--- src/rtl/mc_controller_pkg.sv ---
// Shared definitions for the multi-cycle MIPS controller: state encodings,
// datapath select constants, opcode/funct values and the instruction class type.
package mc_controller_pkg;

   typedef enum logic [2:0] {
      ST_FETCH  = 3'd0,
      ST_DECODE = 3'd1,
      ST_EXEC   = 3'd2,
      ST_MEM    = 3'd3,
      ST_WB     = 3'd4
   } state_e;

   // PC source
   localparam logic [1:0] PCSEL_PC4  = 2'd0;
   localparam logic [1:0] PCSEL_BR   = 2'd1;
   localparam logic [1:0] PCSEL_JUMP = 2'd2;
   localparam logic [1:0] PCSEL_JR   = 2'd3;

   // GRF write address source
   localparam logic [1:0] A3SEL_RT = 2'd0;
   localparam logic [1:0] A3SEL_RD = 2'd1;
   localparam logic [1:0] A3SEL_RA = 2'd2;

   // GRF write data source
   localparam logic [1:0] WDSEL_ALU = 2'd0;
   localparam logic [1:0] WDSEL_DM  = 2'd1;
   localparam logic [1:0] WDSEL_PC4 = 2'd2;

   // ALU operation and operand B source
   localparam logic [2:0] ALUOP_ADD = 3'd0;
   localparam logic [2:0] ALUOP_SUB = 3'd1;
   localparam logic [2:0] ALUOP_OR  = 3'd2;
   localparam logic [2:0] ALUOP_LUI = 3'd3;
   localparam logic       ALUB_RD2  = 1'b0;
   localparam logic       ALUB_EXT  = 1'b1;

   // Immediate extension and data memory access width
   localparam logic       EXT_ZERO  = 1'b0;
   localparam logic       EXT_SIGN  = 1'b1;
   localparam logic [1:0] DMOP_WORD = 2'd0;

   // Opcodes
   localparam logic [5:0] OP_RTYPE = 6'b000000;
   localparam logic [5:0] OP_ORI   = 6'b001101;
   localparam logic [5:0] OP_LUI   = 6'b001111;
   localparam logic [5:0] OP_LW    = 6'b100011;
   localparam logic [5:0] OP_SW    = 6'b101011;
   localparam logic [5:0] OP_BEQ   = 6'b000100;
   localparam logic [5:0] OP_J     = 6'b000010;
   localparam logic [5:0] OP_JAL   = 6'b000011;

   // R-type function codes (nop is the all-zero word, i.e. funct 0)
   localparam logic [5:0] FN_ADD = 6'b100000;
   localparam logic [5:0] FN_SUB = 6'b100010;
   localparam logic [5:0] FN_JR  = 6'b001000;
   localparam logic [5:0] FN_NOP = 6'b000000;

   // Instruction class, exactly one bit set for a supported instruction
   typedef struct packed {
      logic add;
      logic sub;
      logic jr;
      logic nop;
      logic ori;
      logic lui;
      logic lw;
      logic sw;
      logic beq;
      logic j;
      logic jal;
   } cls_t;

   typedef struct packed {
      logic [2:0] alu_op;
      logic       alub_sel;
      logic       ext_op;
   } alu_ctrl_t;

   // ALU/EXT selects for an instruction; held from EXEC through WB
   function automatic alu_ctrl_t alu_ctrl(input cls_t c);
      alu_ctrl_t r;
      r.alu_op   = ALUOP_ADD;
      r.alub_sel = ALUB_RD2;
      r.ext_op   = EXT_ZERO;
      if (c.sub || c.beq) begin
         r.alu_op = ALUOP_SUB;
      end
      if (c.ori) begin
         r.alu_op   = ALUOP_OR;
         r.alub_sel = ALUB_EXT;
      end
      if (c.lui) begin
         r.alu_op   = ALUOP_LUI;
         r.alub_sel = ALUB_EXT;
      end
      if (c.lw || c.sw) begin
         r.alub_sel = ALUB_EXT;
         r.ext_op   = EXT_SIGN;
      end
      return r;
   endfunction

endpackage

--- src/rtl/mc_decode.sv ---
// Combinational instruction classifier: opcode/funct to a one-hot class plus
// an illegal flag for anything outside the supported subset.
module mc_decode
   import mc_controller_pkg::*;
(
   input  logic [5:0] opcode_i,
   input  logic [5:0] funct_i,
   output cls_t       cls_o,
   output logic       illegal_o
);

   // Classify; an unmatched encoding leaves every class bit clear
   always_comb begin
      cls_o = '0;
      case (opcode_i)
         OP_RTYPE: begin
            case (funct_i)
               FN_ADD:  cls_o.add = 1'b1;
               FN_SUB:  cls_o.sub = 1'b1;
               FN_JR:   cls_o.jr  = 1'b1;
               FN_NOP:  cls_o.nop = 1'b1;
               default: cls_o     = '0;
            endcase
         end
         OP_ORI:  cls_o.ori = 1'b1;
         OP_LUI:  cls_o.lui = 1'b1;
         OP_LW:   cls_o.lw  = 1'b1;
         OP_SW:   cls_o.sw  = 1'b1;
         OP_BEQ:  cls_o.beq = 1'b1;
         OP_J:    cls_o.j   = 1'b1;
         OP_JAL:  cls_o.jal = 1'b1;
         default: cls_o     = '0;
      endcase
      illegal_o = (cls_o == '0);
   end

endmodule

--- src/rtl/mc_controller.sv ---
// Multi-cycle sequencer for the MIPS datapath. Steps each instruction through
// FETCH/DECODE/EXEC/MEM/WB, drives the datapath selects and write enables,
// waits on the data memory handshake and counts retired instructions.
module mc_controller
   import mc_controller_pkg::*;
#(
   parameter int CNT_W      = 32,
   parameter int MEM_TO_MAX = 15
) (
   input  logic             clk,
   input  logic             reset,
   input  logic [5:0]       opcode,
   input  logic [5:0]       funct,
   input  logic             ALUflag_zero,
   input  logic             dm_ack,
   output logic             IRWrite,
   output logic             PCWrite,
   output logic [1:0]       PCSel,
   output logic [1:0]       A3Sel,
   output logic [1:0]       WDSel,
   output logic [2:0]       ALUOp,
   output logic             ALUBSel,
   output logic             EXTOp,
   output logic [1:0]       DMOp,
   output logic             RegWrite,
   output logic             MemWrite,
   output logic             dm_req,
   output logic             illegal,
   output logic             mem_timeout,
   output logic [CNT_W-1:0] retired,
   output logic [2:0]       state
);

   // Wide enough to hold MEM_TO_MAX; a single bit when the limit is disabled
   localparam int WAIT_W = (MEM_TO_MAX < 1) ? 1 : $clog2(MEM_TO_MAX + 1);

   state_e             state_q, state_d;
   logic [WAIT_W-1:0]  wait_q, wait_d;
   logic               timeout_q, timeout_d;
   logic [CNT_W-1:0]   retired_q, retired_d;
   logic               retire;
   cls_t               cls;
   logic               dec_illegal;
   alu_ctrl_t          alu;

   mc_decode u_decode (
      .opcode_i  (opcode),
      .funct_i   (funct),
      .cls_o     (cls),
      .illegal_o (dec_illegal)
   );

   assign alu = alu_ctrl(cls);

   // Next state and per-state control outputs; reset forces every output low
   always_comb begin
      state_d  = state_q;
      retire   = 1'b0;
      IRWrite  = 1'b0;
      PCWrite  = 1'b0;
      PCSel    = PCSEL_PC4;
      A3Sel    = A3SEL_RT;
      WDSel    = WDSEL_ALU;
      ALUOp    = ALUOP_ADD;
      ALUBSel  = ALUB_RD2;
      EXTOp    = EXT_ZERO;
      DMOp     = DMOP_WORD;
      RegWrite = 1'b0;
      MemWrite = 1'b0;
      dm_req   = 1'b0;
      illegal  = 1'b0;
      case (state_q)
         ST_FETCH: begin
            IRWrite = 1'b1;
            PCWrite = 1'b1;
            PCSel   = PCSEL_PC4;
            state_d = ST_DECODE;
         end
         ST_DECODE: begin
            // Jumps, nop and illegal complete here; everything else needs the ALU
            if (cls.j || cls.jal) begin
               PCWrite = 1'b1;
               PCSel   = PCSEL_JUMP;
            end
            if (cls.jal) begin
               RegWrite = 1'b1;
               A3Sel    = A3SEL_RA;
               WDSel    = WDSEL_PC4;
            end
            if (cls.jr) begin
               PCWrite = 1'b1;
               PCSel   = PCSEL_JR;
            end
            illegal = dec_illegal;
            if (cls.j || cls.jal || cls.jr || cls.nop || dec_illegal) begin
               retire  = 1'b1;
               state_d = ST_FETCH;
            end else begin
               state_d = ST_EXEC;
            end
         end
         ST_EXEC: begin
            ALUOp   = alu.alu_op;
            ALUBSel = alu.alub_sel;
            EXTOp   = alu.ext_op;
            if (cls.beq) begin
               PCWrite = ALUflag_zero;
               PCSel   = PCSEL_BR;
               retire  = 1'b1;
               state_d = ST_FETCH;
            end else if (cls.lw || cls.sw) begin
               state_d = ST_MEM;
            end else begin
               state_d = ST_WB;
            end
         end
         ST_MEM: begin
            ALUOp    = alu.alu_op;
            ALUBSel  = alu.alub_sel;
            EXTOp    = alu.ext_op;
            dm_req   = 1'b1;
            MemWrite = cls.sw;
            if (dm_ack) begin
               if (cls.sw) begin
                  retire  = 1'b1;
                  state_d = ST_FETCH;
               end else begin
                  state_d = ST_WB;
               end
            end
         end
         ST_WB: begin
            ALUOp    = alu.alu_op;
            ALUBSel  = alu.alub_sel;
            EXTOp    = alu.ext_op;
            RegWrite = 1'b1;
            A3Sel    = (cls.add || cls.sub) ? A3SEL_RD : A3SEL_RT;
            WDSel    = cls.lw ? WDSEL_DM : WDSEL_ALU;
            retire   = 1'b1;
            state_d  = ST_FETCH;
         end
         default: begin
            state_d = ST_FETCH;
         end
      endcase
      if (reset) begin
         IRWrite  = 1'b0;
         PCWrite  = 1'b0;
         PCSel    = PCSEL_PC4;
         A3Sel    = A3SEL_RT;
         WDSel    = WDSEL_ALU;
         ALUOp    = ALUOP_ADD;
         ALUBSel  = ALUB_RD2;
         EXTOp    = EXT_ZERO;
         RegWrite = 1'b0;
         MemWrite = 1'b0;
         dm_req   = 1'b0;
         illegal  = 1'b0;
      end
   end

   // MEM wait counter (saturating, cleared outside MEM) and sticky timeout flag
   always_comb begin
      wait_d    = '0;
      timeout_d = timeout_q;
      if (state_q == ST_MEM && !dm_ack) begin
         wait_d = (wait_q == '1) ? wait_q : wait_q + 1'b1;
         if (MEM_TO_MAX != 0 && (int'(wait_q) + 1) >= MEM_TO_MAX) begin
            timeout_d = 1'b1;
         end
      end
      retired_d = retire ? retired_q + 1'b1 : retired_q;
   end

   // State and counter registers
   always_ff @(posedge clk or posedge reset) begin
      if (reset) begin
         state_q   <= ST_FETCH;
         wait_q    <= '0;
         timeout_q <= 1'b0;
         retired_q <= '0;
      end else begin
         state_q   <= state_d;
         wait_q    <= wait_d;
         timeout_q <= timeout_d;
         retired_q <= retired_d;
      end
   end

   assign mem_timeout = timeout_q;
   assign retired     = retired_q;
   assign state       = state_q;

endmodule
--- config.mk ---
export PLATFORM = sky130hd
export DESIGN_NAME = mc_controller
export DESIGN_NICKNAME = d
export VERILOG_FILES = /design/src/rtl/mc_controller_pkg.sv /design/src/rtl/mc_decode.sv /design/src/rtl/mc_controller.sv
export SDC_FILE = /design/constraint.sdc
export NUM_CORES = 1
export LEC_CHECK = 0
export CAP_MARGIN = 20
export CORE_MARGIN = 2
export CORE_UTILIZATION = 55
export DETAILED_ROUTE_END_ITERATION = 8
export DONT_BUFFER_PORTS = 1
export GPL_ROUTABILITY_DRIVEN = 0
export PLACE_DENSITY = 0.73
export SLEW_MARGIN = 10
export SYNTH_ARGS = -nofsm -noshare
export SYNTH_HDL_FRONTEND = slang
export SYNTH_SLANG_ARGS = --single-unit
--- constraint.sdc ---
create_clock -name clk -period 1.83 [get_ports clk]
set_clock_uncertainty 0.1 [all_clocks]
set_input_delay 0.2745 -clock clk [delete_from_list [all_inputs] [get_ports clk]]
set_output_delay 0.2745 -clock clk [all_outputs]
set_load 0.05 [all_outputs]
# Word level (Yosys, flattened, before mapping)
# Index checks and enable logic that the tools add are counted.
# W data, S select, Z words.
[word_totals] in_bits=16 ff_bits=40 out_inout_bits=55 wordCells=103
[classes] n_addsub=3 n_mux=63 n_eq_ne=17 order_cmp=1 n_reduce_logical=15
[ops] cell="$mux W1" count=37
[ops] cell="$add A32 B1 Y32 const B" count=1
[ops] cell="$eq A6 B6 Y1 const B" count=4
[ops] cell="$mux W3" count=7
[ops] cell="$eq A6 B4 Y1 const B" count=3
[ops] cell="$mux W2" count=8
[ops] cell="$mux W4" count=4
[ops] cell="$eq A6 B2 Y1 const B" count=2
[ops] cell="$logic_not A6 Y1" count=2
[ops] cell="$pmux W2 S2" count=3
[ops] cell="$pmux W3 S4" count=1
[ops] cell="$logic_not A11 Y1" count=1
[ops] cell="$logic_or A1 B1 Y1" count=7
[ops] cell="$eq A3 B2 Y1 const B" count=2
[ops] cell="$eq A6 B3 Y1 const B" count=1
[ops] cell="$add A4 B1 Y5 const B" count=1
[ops] cell="$ge A5 B4 Y1 const B" count=1
[ops] cell="$add A4 B1 Y4 const B" count=1
[ops] cell="$eq A4 B4 Y1 const B" count=1
[ops] cell="$ne A2 B2 Y1 const B" count=2
[ops] cell="$pmux W1 S4" count=1
[ops] cell="$eq A3 B1 Y1 const B" count=1
[ops] cell="$eq A3 B3 Y1 const B" count=1
[ops] cell="$logic_not A3 Y1" count=1
[ops] cell="6 further kinds" count=6

# Longest topological paths before layout
[depth] ltp_word=10 mapped_depth=8 ltp_nobuf=7

# Modules after synthesis
# From an unflattened synthesis, not the netlist that was laid out.
[unflattened] cells_unflattened=257 hier_area_um2=2412.3
[modules_own_cells] mod="mc_controller" instances=1 area_per_inst_um2=2214.6 seq_area_each_um2=1001.0 cells_per_inst=230
[modules_own_cells] mod="mc_decode" instances=1 area_per_inst_um2=197.7 seq_area_each_um2=0.0 cells_per_inst=27

# Worst setup path before layout
# Ideal clock, no wire load.
[synth_timing] kind="register to output" startpoint="reg state_q[0], in the netlist state[0]" endpoint="out illegal" n_path_buf=1 setup_slack_ns=-1.053 arrival_ns=2.508 required_ns=1.456 path_stages_with_launch=5 path_cell_list="dfrtp_1 -> clkbuf_1 -> nor2b_1 -> nand2_1 -> nor3b_1"
[synth_via] elab_chain_len=3
[synth_lines] element="from (decl)" line="mc_controller.sv:37" source="state_e state_q, state_d;"
[synth_lines] element="from (signal assigned)" line="mc_controller.sv:183" source="state_q <= state_d;"
[synth_lines] element="$eq A3 B1 Y1" line="mc_controller.sv:72" source="case (state_q)"
[synth_lines] element="$mux W1" line="mc_controller.sv:72"
[synth_lines] element="$mux W1" line="mc_controller.sv:146" source="if (reset) begin"
[synth_lines] element="to (decl)" line="mc_controller.sv:28" source="output logic illegal,"
# Every way passes these cells.

# Worst setup path after layout
[layout_timing] startpoint="reg state_q[2], in the netlist state[2]" endpoint="reg retired_q[22], in the netlist retired[22]"
[layout_via] elab_chain_len=2 word_cells_on_any_way=5 classes_between="eq/ne: 4; mux: 1"
[layout_lines] element="$eq A3 B3 Y1 (tied with other cells)" line="mc_controller.sv:72"
[layout_lines] element="$pmux W1 S4 (*)" line="mc_controller.sv:72"
[layout_lines] element="to (signal assigned)" line="mc_controller.sv:186" source="retired_q <= retired_d;"
[layout_lines] element="to (decl)" line="mc_controller.sv:40" source="logic [CNT_W-1:0] retired_q, retired_d;"
# Mark *: on every way between the ends. The rest lies on a longest branch, timed or not.
# A chain may end at the register's enable or synchronous reset.

==> impl_metrics.json <==
{
  "finalCriticalPeriod_ns": 2.12,
  "viasPerCell": 6.96,
  "cts_made_buffers": 5,
  "die_x_um": 71.4,
  "grt-busiest-layer": "met2",
  "dieArea_um2": 5100,
  "r2r_start": "state[2]$_DFFE_PP0N_",
  "synth-edff-count": 0,
  "areaGrowthSynthToFinish_pct": 63.5,
  "path_clk_slew_ns": 0.09,
  "final_nets": 376,
  "drcViolationCount": 0,
  "mappedNetlistArea_um2": 2500,
  "wire_per_inst_um": 27.2,
  "finalMaxSlewViolations": 0,
  "hold_viol_final": 7,
  "synth_top_family_by_area": "simple AND/OR/NAND/NOR gates",
  "clkLatencyLatePin_ns": 0.30,
  "drive_gt1_share_pct": 57.5,
  "critPathKind": "register to register",
  "synth_area_per_cell_um2": 9.61,
  "whs_ns": -0.0141,
  "placed_area_um2": 3600,
  "rrSetupSlack_ns": -0.29,
  "portBuffers": 0,
  "cp.arrival_ns": 2.21,
  "postLayoutCoreUtil_pct": 93.8,
  "synth_cell_type_count": 52,
  "grt.met3_usage_pct": 7.59,
  "grt.overflow.total": 0,
  "core_area_um2": 4350,
  "ir_drop_v": 0.000983,
  "synth-simple-area-share_pct": 34.4,
  "antenna_cells": 0,
  "synth.area.mux_share_pct": 0.401,
  "synth_xor_xnor_area_share_pct": 10.9,
  "grt_max_degree": 34,
  "min_path_type": "primary input to async pin",
  "dp_hpwl_um": 5120,
  "leakagePower_nw": 1.66,
  "powerDensity_nw_per_um2": 1020,
  "yosysTopAreaCell": "dfrtp_1",
  "drv_cap": 0,
  "required_ns": 1.92,
  "max_freq_mhz": 472,
  "cts_tree": "done",
  "grt_pass1_vias": 2617,
  "rows": 24,
  "drt_iter0_drc": 465,
  "final_antenna_net_count": 0,
  "first_pass_iters": 5,
  "clock-sinks": 40,
  "tightest_slew_ns": 0.627,
  "start_util_pct": 57.4,
  "cp-start-kind": "register",
  "synth-adder-area-share_pct": 1.50,
  "dpl_worst_slack_ns": -0.134,
  "power_mw": 4.15,
  "grt_pass1_wl_um": 13200,
  "yosys_warnings": 0,
  "outcome": "finished with violations",
  "track_usage_pct": 33.2,
  "cts_max_level": 2,
  "grtUsageMet2_pct": 56.8,
  "postSynthCellCount": 260,
  "violations": "negative hold slack, negative setup slack",
  "worst_slack_ns": -0.288,
  "synth-seq-area-share_pct": 40.1,
  "synth-main-ff-cell": "dfrtp_1",
  "cts_max_path_buffers": 2,
  "die_y_um": 71.4,
  "final_cell_area_um2": 4080,
  "synth-seq-cells": 40,
  "yosysMostFrequentCell": "dfrtp_1",
  "maxSlewHeadroom_pct": 58.1,
  "period_share_pct": 116,
  "via_count": 2854,
  "synth_top_cells_by_count": "dfrtp_1, nand2_1, nor2_1",
  "rsz0062_at_grt": "true",
  "cp-end-kind": "register",
  "use_met1_pct": 40.1,
  "synth_top_area_share_pct": 40.1,
  "ios": 71,
  "antenna_found_initial": 0,
  "synth.area.top_cells": "dfrtp_1, xor2_1, nor4_4",
  "setup_viol": 51,
  "synthArstFlopShare_pct": 100,
  "synth_compound_area_share_pct": 7.92,
  "r2r-end": "retired[22]$_DFFE_PP0P_",
  "finalWirelength_um": 11200,
  "reg2reg_depth": 5,
  "crit_path_max_fanout": 8,
  "cts_root_buf": "clkbuf_8"
}
## report_power, final
group          internal (mW)  total [mW]  switching (mW)
combinational          0.887        2.41            1.53
clock                  0.269       0.615           0.346
sequential             0.992        1.12           0.130
## worst max path at each step
stage                                        from                 endpoint  slack, ns
after floorplan           retired[13]$_DFFE_PP0P_  retired[24]$_DFFE_PP0P_      -0.23
after global placement                  opcode[2]  retired[15]$_DFFE_PP0P_      -0.09
after detailed placement                opcode[2]  retired[15]$_DFFE_PP0P_      -0.13
after CTS                    state[2]$_DFFE_PP0N_                 MemWrite      -0.12
after global routing         state[2]$_DFFE_PP0N_  retired[22]$_DFFE_PP0P_      -0.43
final                        state[2]$_DFFE_PP0N_  retired[22]$_DFFE_PP0P_      -0.29
## per-layer routing
| layer | vias to the layer above | share of wire, % |
|---|---|---|
| met3 | 88 | 11 |
| met1 | 1366 | 34 |
| met4 | 0 | 7.3 |
| met2 | 287 | 48 |
| met5 | - | 0 |
| li1 | 1113 | - |
## stage by stage
step,std cells,TNS (ns)
6_report,410,-7.64
5_1_grt,410,-10.87
4_1_cts,400,-2.34
3_5_place_dp,380,-2.59
3_3_place_gp,380,-1.36
2_1_floorplan,262,-3.83
## repair_timing
| action | 4_1_cts | 5_1_grt |
|---|---|---|
| setup endpoints to repair | 31 | 51 |
| buffers inserted | 10 | 8 |
| resized for setup | 19 | 22 |
| endpoints found under the hold margin | 7 | 0 |
| gates cloned | 1 | 2 |
| hold buffers | 1 | 0 |
| pin swaps | 17 | 12 |
## logic make-up after synthesis
kind of cell	after synthesis
and+or+nand+nor	137
DFF	40
AOI/OAI and AO/OA	26
muxes	1
other	1
adders and majority gates	3
buffers and inverters	21
xor gates and xnor gates	31
## critical path, cell delays in order, from the launching register on
cell	delay (ns)
dfrtp_2	0.51
buf_6	0.19
buf_4	0.15
o311ai_4	0.59
nand4_1	0.27
xnor2_1	0.20
## cells in the final DEF (no fill, tap or decap), types with 6 or more instances in the layout
cell type / instances
nand2_1: 19
nor2_4: 8
nand4_1: 9
nand3_1: 9
nor3_4: 8
nor3_2: 7
xnor2_1: 8
dfrtp_2: 21
inv_1: 6
dfrtp_1: 19
buf_12: 13
buf_4: 77
xor2_1: 22
nor2_1: 14
nor4_4: 10
## state kept, by name (all words and copies together) (netlist names)
signal / flops
retired: 32
wait_q: 4
state: 3
mem_timeout: 1
## area by class of cell
class / instances / area [um2]
clock buffers: 7 / 76.3
flip-flops and latches: 40 / 1030
multi-input cells: 204 / 1930
inverters: 7 / 30.0
clock inverters: 1 / 5.00
well taps: 52 / 65.1
repair buffers: 99 / 950
fillers: 131 / 272
No activity file was read; power rests on OpenSTA's default activity.
